`config.mk`:
```
export PLATFORM = sky130hd
export DESIGN_NAME = fetch_sequencer
export DESIGN_NICKNAME = d
export VERILOG_FILES = /design/src/rtl/fetch_sequencer.sv
export SDC_FILE = /design/constraint.sdc
export NUM_CORES = 1
export LEC_CHECK = 0
export CAP_MARGIN = 20
export CELL_PAD_IN_SITES_DETAIL_PLACEMENT = 1
export CELL_PAD_IN_SITES_GLOBAL_PLACEMENT = 1
export CORE_MARGIN = 8
export CORE_UTILIZATION = 42
export CTS_CLUSTER_SIZE = 28
export DETAILED_ROUTE_END_ITERATION = 10
export HOLD_SLACK_MARGIN = 0.06
export PLACE_DENSITY_LB_ADDON = 0.1
export SLEW_MARGIN = 20
export SYNTH_ARGS = -nofsm -noshare
export SYNTH_HDL_FRONTEND = slang
export SYNTH_SLANG_ARGS = --single-unit
```
`constraint.sdc`:
```
create_clock -name clk -period 4.6 [get_ports clk]
set_clock_uncertainty 0.1 [all_clocks]
set_input_delay 0.92 -clock clk [delete_from_list [all_inputs] [get_ports clk]]
set_output_delay 0.92 -clock clk [all_outputs]
set_load 0.03 [all_outputs]
```
`src/rtl/fetch_sequencer.sv`:
```
// PC/fetch stage: drives imem address, captures instruction into ir, offers it
// downstream over valid/ready; resolves jmp locally and jez against execute's acc_zero.
module fetch_sequencer #(
  parameter int ADDR_WIDTH = 16,
  parameter int DATA_WIDTH = 16,
  parameter int MEM_DEPTH  = 64,
  parameter int RESET_PC   = 0
) (
  input  logic                  clk,
  input  logic                  rst_n,
  output logic [ADDR_WIDTH-1:0] imem_abus,
  input  logic [DATA_WIDTH-1:0] imem_dbus,
  output logic [DATA_WIDTH-1:0] ir,
  output logic                  ir_valid,
  input  logic                  ir_ready,
  input  logic                  exec_idle,
  input  logic                  acc_zero,
  output logic                  halted,
  output logic                  fault,
  output logic [15:0]           issue_count
);

  typedef enum logic [1:0] {RUN, BR_WAIT, HALTED, FAULT} state_t;

  localparam logic [3:0]            OP_JMP = 4'h8;
  localparam logic [3:0]            OP_JEZ = 4'hA;
  localparam logic [3:0]            OP_HLT = 4'hE;
  localparam logic [ADDR_WIDTH-1:0] RST_PC = RESET_PC[ADDR_WIDTH-1:0];
  localparam logic [ADDR_WIDTH-1:0] PC_ONE = 1;
  // one extra bit so MEM_DEPTH == 2**ADDR_WIDTH still compares correctly
  localparam logic [ADDR_WIDTH:0]   DEPTH  = MEM_DEPTH[ADDR_WIDTH:0];

  state_t                  state_q, state_d;
  logic [ADDR_WIDTH-1:0]   pc_q, pc_d;
  logic [DATA_WIDTH-1:0]   ir_q, ir_d;
  logic                    irv_q, irv_d;
  logic [11:0]             tgt_q, tgt_d;
  logic                    halted_q, fault_q;
  logic [15:0]             cnt_q;

  logic                    xfer, slot_free, pc_oob;
  logic [3:0]              opcode;
  logic [11:0]             operand;
  logic [ADDR_WIDTH-1:0]   pc_inc;

  assign xfer      = irv_q & ir_ready;
  assign slot_free = ~irv_q | ir_ready;
  assign pc_oob    = {1'b0, pc_q} >= DEPTH;
  assign opcode    = imem_dbus[15:12];
  assign operand   = imem_dbus[11:0];
  assign pc_inc    = pc_q + PC_ONE;

  always_comb begin
    state_d = state_q;
    pc_d    = pc_q;
    ir_d    = ir_q;
    irv_d   = irv_q & ~xfer;
    tgt_d   = tgt_q;
    unique case (state_q)
      RUN: begin
        if (pc_oob) begin
          state_d = FAULT;
        end else if (slot_free) begin
          unique case (opcode)
            OP_JMP: pc_d = {{(ADDR_WIDTH-12){1'b0}}, operand};
            OP_JEZ: begin
              tgt_d   = operand;
              state_d = BR_WAIT;
            end
            OP_HLT: begin
              ir_d    = imem_dbus;
              irv_d   = 1'b1;
              state_d = HALTED;
            end
            default: begin
              ir_d  = imem_dbus;
              irv_d = 1'b1;
              pc_d  = pc_inc;
            end
          endcase
        end
      end
      // acc_zero only reflects the pre-branch program once ir has drained and execute is idle
      BR_WAIT: begin
        if (!irv_q && exec_idle) begin
          pc_d    = acc_zero ? {{(ADDR_WIDTH-12){1'b0}}, tgt_q} : pc_inc;
          state_d = RUN;
        end
      end
      default: ;
    endcase
  end

  always_ff @(posedge clk or negedge rst_n) begin
    if (!rst_n) begin
      state_q  <= RUN;
      pc_q     <= RST_PC;
      ir_q     <= '0;
      irv_q    <= 1'b0;
      tgt_q    <= '0;
      halted_q <= 1'b0;
      fault_q  <= 1'b0;
      cnt_q    <= '0;
    end else begin
      state_q  <= state_d;
      pc_q     <= pc_d;
      ir_q     <= ir_d;
      irv_q    <= irv_d;
      tgt_q    <= tgt_d;
      halted_q <= (state_d == HALTED) || (state_d == FAULT);
      fault_q  <= (state_d == FAULT);
      if (xfer) cnt_q <= cnt_q + 16'd1;
    end
  end

  assign imem_abus   = pc_q;
  assign ir          = ir_q;
  assign ir_valid    = irv_q;
  assign halted      = halted_q;
  assign fault       = fault_q;
  assign issue_count = cnt_q;

endmodule

```
# [Word level (Yosys, flattened, before mapping)]
# Cells that the tools add are included.
[word_totals] word_cells=53 mem_bits_ro=0 output_inout_bits=51 mem_bits_rw=0 regBits=65 latch_bits=0 mem_count=0
[classes] order_cmp=1 muxes=15 addsub=2 shift=0 n_bitwise=7 div=0 eq_ne=10 multipliers=0 n_reduce_logical=10
[ops] cell="16-bit 2-to-1 mux" n=4
[ops] cell="16-bit one-hot mux with 2 select lines" n=2
[ops] cell="16-bit by 1-bit adder with 16-bit output, second input constant" n=2
[ops] cell="16-bit by 7-bit >= comparator with 1-bit output, second input constant" n=1
[ops] cell="4-bit == test, second input constant" n=3
[ops] cell="2-bit != test, second input constant" n=4
[ops] cell="2-bit one-hot mux with 2 select lines" n=2
[ops] cell="4-bit AND reduction" n=2
[ops] cell="2-bit 2-to-1 mux" n=3
[ops] cell="5-bit AND reduction" n=1
[ops] cell="2-bit == test, second input constant" n=2
[ops] cell="1-bit 2-to-1 mux" n=4
[ops] cell="1-bit inverter" n=4
[ops] cell="2-bit OR reduction" n=2
[ops] cell="1-bit AND" n=2
[ops] cell="2-bit by 1-bit == test with 1-bit output, second input constant" n=1
[ops] cell="2-bit logical NOT" n=1
[ops] cell="2-bit nonzero test" n=1
[ops] cell="1-bit logical AND" n=1
[ops] cell="1-bit logical NOT" n=1
[ops] cell="1-bit logical OR" n=1
[ops] cell="1-bit OR" n=1

# [Longest topological paths before layout]
[depth] word_depth=7 ltp_mapped=7 ltp_nobuf=6

# [Worst setup path after synthesis]
# OpenSTA, ideal clock, no wires.
[synth_path] path_kind="input to register" start="input imem_dbus[12]" end="register pc_q[0], in the netlist imem_abus[0]" cell_stages=6 arrival_ns=2.405 setup_time_ns=0.129 slack_ns=1.967 cell_sequence="or3b_1 > o31ai_1 > clkbuf_1 > nor2_1 > a221oi_1 > a21oi_1"
[synth_via] elab_chain_len=6
[synth_rtl] item="start: declaration" line="12" rtl="input logic [DATA_WIDTH-1:0] imem_dbus,"
[synth_rtl] item="4-bit == test" line="64" rtl="unique case (opcode)"
[synth_rtl] item="2-bit OR reduction (no line)"
[synth_rtl] item="16-bit one-hot mux with 2 select lines" line="64"
[synth_rtl] item="16-bit 2-to-1 mux" line="63" rtl="end else if (slot_free) begin"
[synth_rtl] item="16-bit 2-to-1 mux" line="61" rtl="if (pc_oob) begin"
[synth_rtl] item="16-bit one-hot mux with 2 select lines" line="59" rtl="unique case (state_q)"
[synth_rtl] item="end signal: assignment" line="106" rtl="pc_q <= pc_d;"
[synth_rtl] item="end: declaration" line="34" rtl="logic [ADDR_WIDTH-1:0] pc_q, pc_d;"
# Parallel ways exist; a longest one is shown, timed or not. The select of a mux whose other input is x is not followed.
# A chain may end at the register's enable or synchronous reset.

# [Worst setup path after layout]
[layout_path] start="input ir_ready" end="register ir_q[4], in the netlist ir[4]"
[layout_via] elab_chain_len=2
[layout_rtl] item="start: declaration" line="15" rtl="input logic ir_ready,"
[layout_rtl] item="1-bit OR" line="47" rtl="assign slot_free = ~irv_q | ir_ready;"
[layout_rtl] item="4-bit AND reduction (no line)"
[layout_rtl] item="end signal: assignment" line="107" rtl="ir_q <= ir_d;"
[layout_rtl] item="end: declaration" line="35" rtl="logic [DATA_WIDTH-1:0] ir_q, ir_d;"
# Every way passes these cells.

==> out/results.tsv <==
metric	value	unit
fmax	346	MHz
hpwl	5910	microns
num_vias	2438	
die_x	102	microns
start_kind	input pin	
diodes	0	
cts_tree	built	
gp_congestion	0.743	
grt_usage	16.9	%
fin_crit_sh	62.9	%
drt_pass1_iterations	4	
outcome	completed	
crit_fanout	16	
synth-seq-cells	65	
clkPwrFrac	49.2	%
p_int	953	uW
p_seq_share	47.2	%
synth_warnings	0	
powerDensity	292	mW/mm^2
detail_route.wl_per_cell	18.4	microns
portBuffers	71	
drt_iter0_markers	73	
cts_resized	0	
vdd_drop_max	0.158	mV
grt_overflow	0	
cts_buffers	9	
max-slew-margin-rel	38.0	%
netlist-cell-type-count	50	
path_class	input pin to flop	
dieArea	0.0105	sq mm
rows	31	
comb_power_share	3.6	%
initial_core_util	43.2	%
grt_max_degree	40	
finalSetupTns	0	ps
wirelength	8290	microns
yosysSeqAreaShare	51.9	%
die_y	102	microns
p_sw	257	uW
endpoint_kind	flop	
synth.avg_cell_area	11.5	sq um
cts_htree_levels	3	
p_leak	1.77	nW
postCtsHoldBufs	0	
drive_gt1_share	16.8	%
setup_viol_count_final	0	
synth_nets	297	
pre_cts_ws	1340	ps
sw_frac_of_total	21.3	%
syn_area	0.00313	sq mm
report.final.slew_viol_count	0	
fin_nets	370	
grt_pass1_wl	13500	microns
cp.required	4730	ps
clock_latency	340	ps
antenna_found_initial	0	
dp.cells	434	
grt_setup_unrepaired	no	
core	0.00725	sq mm
hold_viol_final	0	
cts_buffer_depth	2	
vias_per_cell	5.42	
period_needed	2890	ps
cts.clk_slew.worst_paths	70	ps
io_pins	72	
drc	0	
hp-class	flop to flop	
maxCapViolCount	0	
post_cts_buffers	0	
root_buffer	clkbuf_8	
final_cells	450	
grt_pass1_vias	2561	
setup_ws	1710	ps
clock-sinks	65	
area_growth	32.4	%
drtAntennaViolNets	0	
synth_cells	273	
worstPathArrival	3020	ps
worst_pin_slew	930	ps
## per-stage QoR
step                util, %  total power [mW]  instance area [sq um]  hold slack [ps]
finish                 57.2              1.21                   4150              369
detailed placement     53.7             0.627                   3900              362
floorplan                 -             0.590                   3130              379
global placement       53.7             0.627                   3900              364
CTS                    57.1              1.22                   4140              380
global route           57.2              1.25                   4150              394
## per-layer routing
metal | up-vias | routed length (microns) | share of wire [%] | global-route usage (%)
met5 | - | 0 | 0 | 0
met4 | 0 | 149 | 1.8 | 7.90
met3 | 12 | 496 | 6.0 | 4.77
met2 | 53 | 3740 | 45 | 25.6
met1 | 1219 | 3910 | 47 | 21.7
li1 | 1154 | - | - | -
## sequential cells by signal, indices dropped and copies added (netlist names)
register     flops
halted           1
state_q          2
fault            1
imem_abus       16
ir_valid         1
issue_count     16
ir              16
tgt_q           12
## cell families (layout without fill, tap and decap cells)
logic type | Yosys count | count (layout) | synth area share [%]
AO/OA/AOI/OAI | 63 | 63 | 13.3
AND/OR/NAND/NOR | 82 | 82 | 14.5
buffers and inverters | 16 | 94 | 3.24
flip-flops | 65 | 65 | 51.9
XOR/XNOR | 15 | 15 | 4.19
multiplexers | 29 | 29 | 11.6
adder cells (fa/ha/maj) | 3 | 3 | 1.20
## worst paths after layout
path,startpoint,end,slack [ps],depth (start not counted)
setup / recovery,ir_ready,ir[4]$_DFFE_PN0P_,1710,6
hold / removal,issue_count[15]$_DFFE_PN0P_,issue_count[15]$_DFFE_PN0P_,370,1
setup reg to reg,imem_abus[14]$_DFFE_PN0P_,ir[4]$_DFFE_PN0P_,1900,5
hold reg to reg,issue_count[15]$_DFFE_PN0P_,issue_count[15]$_DFFE_PN0P_,370,1
max in group asynchronous,rst_n,tgt_q[0]$_DFFE_PN0P_,2880,2
min in group asynchronous,rst_n,state_q[1]$_DFF_PN0_,610,1
## cell usage in the layout (no fill, tap or decap), types with 6 or more instances in the layout
master	n
a21oi_1	20
and3_1	6
clkbuf_8	9
clkdlybuf4s50_1	70
dfrtp_1	65
mux2_2	19
mux2_4	10
nand2_1	13
nand3_1	7
nand4_1	8
nor2_1	20
o21ai_0	9
o22a_1	7
o22ai_1	7
o31ai_1	6
xnor2_1	11
## cells in the mapped netlist (all sizes together)
master | count | share of area (%)
nand2b | 1 | 0.20
o22ai | 7 | 1.4
clkbuf | 6 | 0.76
nand3 | 8 | 1.4
a31o | 2 | 0.56
nor2 | 20 | 2.4
o221ai | 2 | 0.56
nand3b | 2 | 0.48
or2 | 2 | 0.40
and3 | 6 | 1.2
xnor2 | 11 | 3.1
o31a | 1 | 0.28
buf | 5 | 1.7
nand2 | 14 | 1.8
nor3 | 4 | 0.64
o22a | 7 | 2.0
clkdlybuf4s15 | 1 | 0.32
nor4 | 2 | 0.88
a31oi | 5 | 1.5
a21o | 1 | 0.24
a221oi | 2 | 0.56
and2 | 3 | 0.60
and2b | 1 | 0.28
inv | 4 | 0.48
o31ai | 6 | 1.4
o21ai | 10 | 1.6
a21oi | 20 | 3.2
and4 | 1 | 0.28
or4 | 2 | 0.60
or3b | 1 | 0.28
or3 | 4 | 0.80
nand4 | 8 | 1.6
nor2b | 1 | 0.20
xor2 | 4 | 1.1
ha | 3 | 1.2
and3b | 1 | 0.28
mux2 | 29 | 12
dfrtp | 65 | 52
nor3b | 1 | 0.24
## critical path: stages
cell             delay, ps
clkdlybuf4s50_1        460
and2b_2                240
nor3_1                 510
and3_1                 240
buf_4                  270
mux2_2                 370
## power by group through the flow
stage | clock, mW | sequential [mW] | combinational, mW
after floorplan | 0 | 0.582 | 0.00779
after global placement | 0 | 0.582 | 0.0446
after detailed placement | 0 | 0.582 | 0.0451
after CTS | 0.608 | 0.571 | 0.0453
after global routing | 0.630 | 0.571 | 0.0492
final | 0.595 | 0.571 | 0.0442
## layout make-up
class | instances | area (sq um)
clock buffers | 10 | 128
clock inverters | 6 | 115
fillers | 824 | 3110
inverters | 4 | 15.0
multi-input cells | 192 | 1410
flip-flops and latches | 65 | 1630
well taps | 99 | 124
repair buffers | 74 | 728
Power figures use the tool's default switching activity.
